**config.mk**
```make
export PLATFORM = sky130hd
export DESIGN_NAME = piso_tx
export DESIGN_NICKNAME = d
export VERILOG_FILES = /design/src/rtl/piso_tx.sv
export SDC_FILE = /design/constraint.sdc
export NUM_CORES = 1
export LEC_CHECK = 0
export BUFFER_PORTS_ARGS = -buffer_cell sky130_fd_sc_hd__buf_4
export CAP_MARGIN = 15
export CORE_AREA = 2 2 39 41
export CTS_BUF_LIST = sky130_fd_sc_hd__clkbuf_4 sky130_fd_sc_hd__clkbuf_8
export DETAILED_ROUTE_END_ITERATION = 10
export DIE_AREA = 0 0 41 43
export HOLD_SLACK_MARGIN = 0.08
export PLACE_DENSITY = 0.51
export SLEW_MARGIN = 20
export SYNTH_ARGS = -nofsm -noshare
export SYNTH_HDL_FRONTEND = slang
export SYNTH_SLANG_ARGS = --single-unit
export TNS_END_PERCENT = 30
```
**constraint.sdc**
```tcl
create_clock -name clk -period 1.45 [get_ports clk]
set_clock_uncertainty 0.2 [all_clocks]
set_input_delay 0.145 -clock clk [delete_from_list [all_inputs] [get_ports clk]]
set_output_delay 0.145 -clock clk [all_outputs]
set_load 0.01 [all_outputs]
```
**src/rtl/piso_tx.sv**
```systemverilog
// Parallel-in serial-out transmitter with a valid/ready load handshake, supporting gapless back-to-back words.
// Bits go out MSB-first by default. Define PISO_TX_LSB_FIRST_EN to send them LSB-first instead.
module piso_tx #(
  parameter  int WIDTH = 4,
  localparam int CNT_W = $clog2(WIDTH)
) (
  input  logic             clk,
  input  logic             rst,
  input  logic             load,
  input  logic [WIDTH-1:0] d,
  output logic             ready,
  output logic             sout,
  output logic             sout_valid,
  output logic             last,
  output logic             busy
);

  typedef enum logic {IDLE = 1'b0, SHIFT = 1'b1} state_t;

  state_t             state, state_next;
  logic [WIDTH-1:0]   shreg, shreg_next;
  logic [CNT_W-1:0]   cnt, cnt_next;
  logic [WIDTH-1:0]   shreg_shifted;
  logic               head_bit;

`ifdef PISO_TX_LSB_FIRST_EN
  assign shreg_shifted = {1'b0, shreg[WIDTH-1:1]};
  assign head_bit      = shreg[0];
`else
  assign shreg_shifted = {shreg[WIDTH-2:0], 1'b0};
  assign head_bit      = shreg[WIDTH-1];
`endif

  always_ff @(posedge clk or posedge rst) begin
    if (rst) begin
      state <= IDLE;
      shreg <= '0;
      cnt   <= '0;
    end else begin
      state <= state_next;
      shreg <= shreg_next;
      cnt   <= cnt_next;
    end
  end

  always_comb begin
    state_next = state;
    shreg_next = shreg;
    cnt_next   = cnt;
    sout       = 1'b0;
    sout_valid = 1'b0;
    last       = 1'b0;
    ready      = 1'b0;
    busy       = 1'b0;
    case (state)
      IDLE: begin
        ready = 1'b1;
        if (load) begin
          state_next = SHIFT;
          shreg_next = d;
          cnt_next   = '0;
        end
      end
      SHIFT: begin
        sout       = head_bit;
        sout_valid = 1'b1;
        busy       = 1'b1;
        last       = (cnt == CNT_W'(WIDTH - 1));
        ready      = last;
        if (!last) begin
          shreg_next = shreg_shifted;
          cnt_next   = cnt + CNT_W'(1);
        end else if (load) begin
          // Reload on the final bit so the next word follows with no idle cycle.
          shreg_next = d;
          cnt_next   = '0;
        end else begin
          state_next = IDLE;
          shreg_next = '0;
          cnt_next   = '0;
        end
      end
      default: state_next = IDLE;
    endcase
  end

endmodule
```
==> flow_summary.yaml, run 1 <==
outcome:
  outcome: "complete, but fails checks"
  violations: "setup timing"
cts:
  cts.path.max_buffers: 2
  htree_levels: 1
  cts_buffers: 3
  worstSkewPairLatency_ns: 0.25
  clkTransAtPathRegs_ns: 0.06
  cts_root_buf: "clkbuf_4"
  cts_tree: "yes"
  cts.sinks: 7
setup_path:
  crit_arrival_ns: 1.13
  startpoint_type: "register"
  worst-r2r-setup-slack_ns: 0.07
  r2r_start: "cnt[1]$_DFFE_PP0P_"
  path_max_fanout: 3
  end_kind: "output pin"
  cp_top_family: "flip-flops"
  critPathBufInv: 1
  slowest_delay_ns: 0.45
  r2r_cells: 4
  critical_path.cell_chain: "ha_4 -> and2_4 -> buf_6"
  rr_endpoint: "shreg[3]$_DFFE_PP0P_"
  worstPathRequired_ns: 1.11
  crit_path_top_delay_cell: "dfrtp_2"
  crit_type: "register to output pin"
global_routing:
  first_global_vias: 314
  grt_pass1_wl_um: 1370
  track_usage_pct: 11.9
  antenna_found_initial: 0
  grt_max_degree: 14
  grt.overflow.total: 0
pwr:
  power_density_mw_per_mm2: 1800
  finalPower_mw: 1.13
  leakagePower_nw: 0.288
  vdd_drop_max_uv: 808
floorplan:
  rows: 14
  dieArea_mm2: 0.00176
  initial_core_util_pct: 28.3
  core_area_mm2: 0.00138
  dieWidth_um: 41
  die_y_um: 43
  num_io_pins: 12
route:
  ant_nets: 0
  wl_um: 859
  vias_per_cell: 4.64
  dr.pass1.iters: 4
  drtIter0Drc: 7
  via_count: 339
  wl_per_cell_um: 11.8
  drc: 0
sta:
  maxSlewHeadroom_pct: 80.7
  fin_ws_ns: -0.0221
  finalHoldViolCount: 0
  max_freq_mhz: 679
  rsz0062_at_grt: "yes"
  maxSlewViolCount: 0
  finalCriticalPeriod_ns: 1.47
  tightest_slew_ns: 0.290
  setup_violations: 2
  finalCritPeriodShare_pct: 102
synth:
  synth_seq_area_share_pct: 44.7
  synth_cell_types: 15
  ys.warnings.count: 0
  synth_cells: 37
  syn_area_um2: 392
  syn_nets: 46
  synth_area_per_cell_um2: 10.6
  ys_ff_latch: 7
placed_design:
  dpl-instance-area_um2: 468
  pre_cts_slack_ns: 0.0571
  portBuffers: 11
  place_inst: 61
  place_hpwl_um: 520
  gp_congestion: 0.644
job:
  drv_cap: 0
layout:
  area_delta_synth_final_pct: 60.7
  fin_util_pct: 45.5
  antenna_cells: 0
  design_area_um2: 629
  final_cell_count_no_fill: 73
  drive_gt1_share_pct: 47.4
  final_nets: 67
min_path:
  hp-class: "primary input to async pin"
==> Yosys cell counts <==
master    instances  area, um^2
nand2b_1          3        18.8
inv_1             4        15.0
nor2_1            1        3.75
mux2i_1           4        40.0
o221ai_1          3        26.3
ha_1              2        25.0
and2_1            2        12.5
buf_4             2        15.0
nand3_1           4        20.0
nand2b_2          1        8.76
o22ai_1           1        6.26
buf_6             1        11.3
dfrtp_1           7         175
a22o_1            1        8.76
o21ai_1           1        5.00
==> stage by stage <==
step	TNS, ns	hold slack (ns)
final	-0.0427	0.194
after global routing	-0.167	0.231
after detailed placement	0	-0.0925
after CTS	-0.0685	0.197
after floorplan	0	-0.252
after global placement	0	-0.0921
==> power breakdown <==
part	internal, mW	switching, mW
registers	0.281	0.113
clock network	0.124	0.0742
logic	0.339	0.199
==> metal layers <==
metal | global-route usage (%) | share of wire (%) | vias up | routed length, um
met5 | 0 | 0 | - | 0
met4 | 8.00 | 0 | 0 | 0
met3 | 3.14 | 5.4 | 0 | 46
met2 | 16.3 | 49 | 11 | 417
met1 | 15.7 | 46 | 160 | 396
li1 | - | - | 168 | -
==> final cells by class <==
class | count | area [um^2]
clock buffers | 4 | 30.0
inverters | 4 | 15.0
flip-flops and latches | 7 | 179
fillers | 134 | 754
repair buffers | 19 | 165
multi-input cells | 23 | 220
well taps | 16 | 20.0
==> state kept, by name, summed over array words and instances (netlist names) <==
name   count
cnt        2
state      1
shreg      4
==> worst max path at each step <==
stage	start	endpoint	slack [ns]	cells after the start
floorplan	cnt[0]$_DFFE_PP0P_	shreg[1]$_DFFE_PP0P_	0.16	3
global placement	cnt[0]$_DFFE_PP0P_	shreg[1]$_DFFE_PP0P_	0.09	3
detailed placement	cnt[0]$_DFFE_PP0P_	shreg[3]$_DFFE_PP0P_	0.06	3
CTS	cnt[1]$_DFFE_PP0P_	ready	-0.04	3
global route	cnt[0]$_DFFE_PP0P_	last	-0.07	3
finish	cnt[1]$_DFFE_PP0P_	last	-0.02	3
==> tightest hold or removal path: cells and delay by family <==
kind	cells	cell delay [ns]
buffers and inverters	3	0.89
==> cells by family after synthesis <==
group	count (synthesis)	synth area share (%)
mux	4	10.2
flops	7	44.7
compound gates	6	11.8
simple gates	11	16.3
fa+ha+maj	2	6.39
buf+inv	7	10.5
==> cells in the final DEF, fill, tap and decap left out, types with 2 or more instances in the layout <==
cell type / instances
nand2b_4: 2
and2_4: 2
o221ai_1: 3
nand3_1: 4
mux2i_1: 4
dfrtp_1: 4
clkbuf_4: 4
inv_1: 4
dfrtp_2: 3
ha_4: 2
buf_6: 2
buf_4: 11
dlygate4sd3_1: 6
==> what timing repair did <==
item,4_1_cts,5_1_grt
setup endpoints to repair,3,6
resized for setup,8,5
hold buffers,6,0
pin swaps,2,1
setup buffers,2,0
cloned,0,0
hold endpoints to repair,12,0
(Power assumes the default switching activity.)
==> inputs of run 2 (changes only) <==
--- a/config.mk
+++ b/config.mk
@@ -13,5 +13,4 @@
 export DIE_AREA = 0 0 41 43
 export HOLD_SLACK_MARGIN = 0.08
-export PLACE_DENSITY = 0.51
 export SLEW_MARGIN = 20
 export SYNTH_ARGS = -nofsm -noshare
==> constraint.sdc (replaced) <==
create_clock -name clk -period 1.45 [get_ports clk]
set_clock_uncertainty 0.2 [all_clocks]
set_input_delay 0.2175 -clock clk [delete_from_list [all_inputs] [get_ports clk]]
set_output_delay 0.2175 -clock clk [all_outputs]
set_load 0.01 [all_outputs]
==> run 2 against run 1 <==
Compared with the run above:
- first-iteration DRC count shrank 43%
- largest power group unchanged
- sequential power shrank 9.7%
- highest routed layer is now met4
- setup slack lost 0.057 ns
- the run still ends with setup timing left
==> flow_summary.yaml, run 2 (synthesized netlist as in run 1, its figures left out) <==
layout:
  final_cell_mix: "13 x buf_4, 6 x dfrtp_1, 5 x dlygate4sd3_1"
  antenna_cells: 0
  layout_commonest_cell: "buf_4"
  multi_input_area_um2: 193
  area_delta_synth_final_pct: 57.2
  regArea_um2: 176
  largest-register: "shreg"
  final_cell_count_no_fill: 75
  final_nets: 69
  reg_top3: "shreg x4, cnt x2, state x1"
  largest_reg_flops: 4
  fill_cells: 140
  design_area_um2: 616
  drive_gt1_share_pct: 45.8
sta:
  rsz0062_at_grt: "yes"
  finalCritPeriodShare_pct: 105
  tightest_slew_ns: 0.264
  setup_violations: 3
  maxSlewViolCount: 0
  max_freq_mhz: 654
  finalHoldViolCount: 0
  finalCriticalPeriod_ns: 1.53
  maxSlewHeadroom_pct: 82.4
  fin_ws_ns: -0.0789
placed_design:
  dpl-instance-area_um2: 475
  place_inst: 62
  portBuffers: 11
  gp_congestion: 0.712
  place_hpwl_um: 559
pwr:
  power_density_mw_per_mm2: 1810
  vdd_drop_max_uv: 658
  finalPower_mw: 1.11
  leakagePower_nw: 0.296
setup_path:
  cp_top_family: "flip-flops"
  path_max_fanout: 3
  worst-r2r-setup-slack_ns: 0.03
  worstPathRequired_ns: 1.03
  crit_path_end: "last"
  critPathBufInv: 1
  cp_num_cells: 3
  slowest_delay_ns: 0.40
  crit_type: "register to output pin"
  r2r_start: "cnt[1]$_DFFE_PP0P_"
  rr_endpoint: "shreg[2]$_DFFE_PP0P_"
  crit_arrival_ns: 1.11
  crit_path_top_delay_cell: "dfrtp_1"
  critical_path.cell_chain: "ha_2 -> and2_4 -> buf_6"
  crit_start: "cnt[1]$_DFFE_PP0P_"
  startpoint_type: "register"
  r2r_cells: 4
  end_kind: "output pin"
min_path:
  hp-class: "primary input to register"
global_routing:
  track_usage_pct: 11.8
  antenna_found_initial: 0
  grt_pass1_wl_um: 1320
  first_global_vias: 334
  grt.overflow.total: 0
  grt_max_degree: 14
route:
  wl_per_cell_um: 10.5
  wl_um: 790
  vias_per_cell: 4.56
  ant_nets: 0
  via_count: 342
  drtIter0Drc: 4
  dr.pass1.iters: 2
  drc: 0
floorplan:
  rows: 14
  dieWidth_um: 41
  initial_core_util_pct: 28.3
  num_io_pins: 12
  core_area_mm2: 0.00138
  die_y_um: 43
  dieArea_mm2: 0.00176
outcome:
  outcome: "complete, but fails checks"
  violations: "setup timing"
job:
  drv_cap: 0
cts:
  cts_buffers: 3
  cts.sinks: 7
  cts.path.max_buffers: 2
  cts_root_buf: "clkbuf_4"
  clkTransAtPathRegs_ns: 0.05
  worstSkewPairLatency_ns: 0.25
  htree_levels: 1
  cts_tree: "yes"
==> run 2: changes by cell type in the layout (fill, tap and decap cells not counted), sizes merged <==
cell	change
buf	+3
dlygate4sd3	-1
==> run 2: stage by stage <==
stage	setup TNS [ns]	hold WS (ns)	setup WS (ns)	util, %
detailed placement	0	-0.0320	0.0928	34.4
finish	-0.163	0.0875	-0.0789	44.5
floorplan	0	-0.179	0.164	-
global route	-0.364	0.101	-0.118	44.5
CTS	-0.197	0.0838	-0.0936	43.1
global placement	0	-0.0310	0.0851	34.4
==> run 2: area by class of cell <==
type	count	share of cell area, %
Inverter	4	2.44
Sequential cell	7	28.7
Timing Repair Buffer	21	29.5
Tap cell	16	3.25
Multi-Input combinational cell	23	31.3
Clock buffer	4	4.88
==> run 2: worst min path at each step <==
stage	end	slack, ns	startpoint	cells past startpoint
2_1_floorplan	cnt[0]$_DFFE_PP0P_	-0.18	rst	1
3_3_place_gp	state$_DFF_PP0_	-0.03	rst	2
3_5_place_dp	state$_DFF_PP0_	-0.03	rst	2
4_1_cts	state$_DFF_PP0_	0.08	load	2
5_1_grt	state$_DFF_PP0_	0.10	load	2
6_report	state$_DFF_PP0_	0.09	load	2
==> run 2: timing repair <==
action,4_1_cts,5_1_grt
hold buffers,5,0
buffers inserted,2,2
hold endpoints to repair,11,0
pin swaps,2,2
cloned,0,0
gates resized for setup,8,1
setup endpoints to repair,3,3
==> run 2: report_power, final <==
part	switching [mW]	internal, mW
Clock	0.0705	0.124
Combinational	0.211	0.353
Sequential	0.0796	0.275
==> run 2: routing by layer <==
layer,up-vias,wire length [um],global-route usage [%]
met5,-,0,0
met4,0,14,8.00
met3,2,27,4.71
met2,7,386,18.4
met1,160,363,12.2
li1,173,-,-
==> run 2: worst reg2reg max path, cell delays in order (launching register included) <==
cell and delay, ns:
dfrtp_1 0.40, ha_2 0.20, buf_4 0.13, nand2b_1 0.19, o221ai_1 0.21
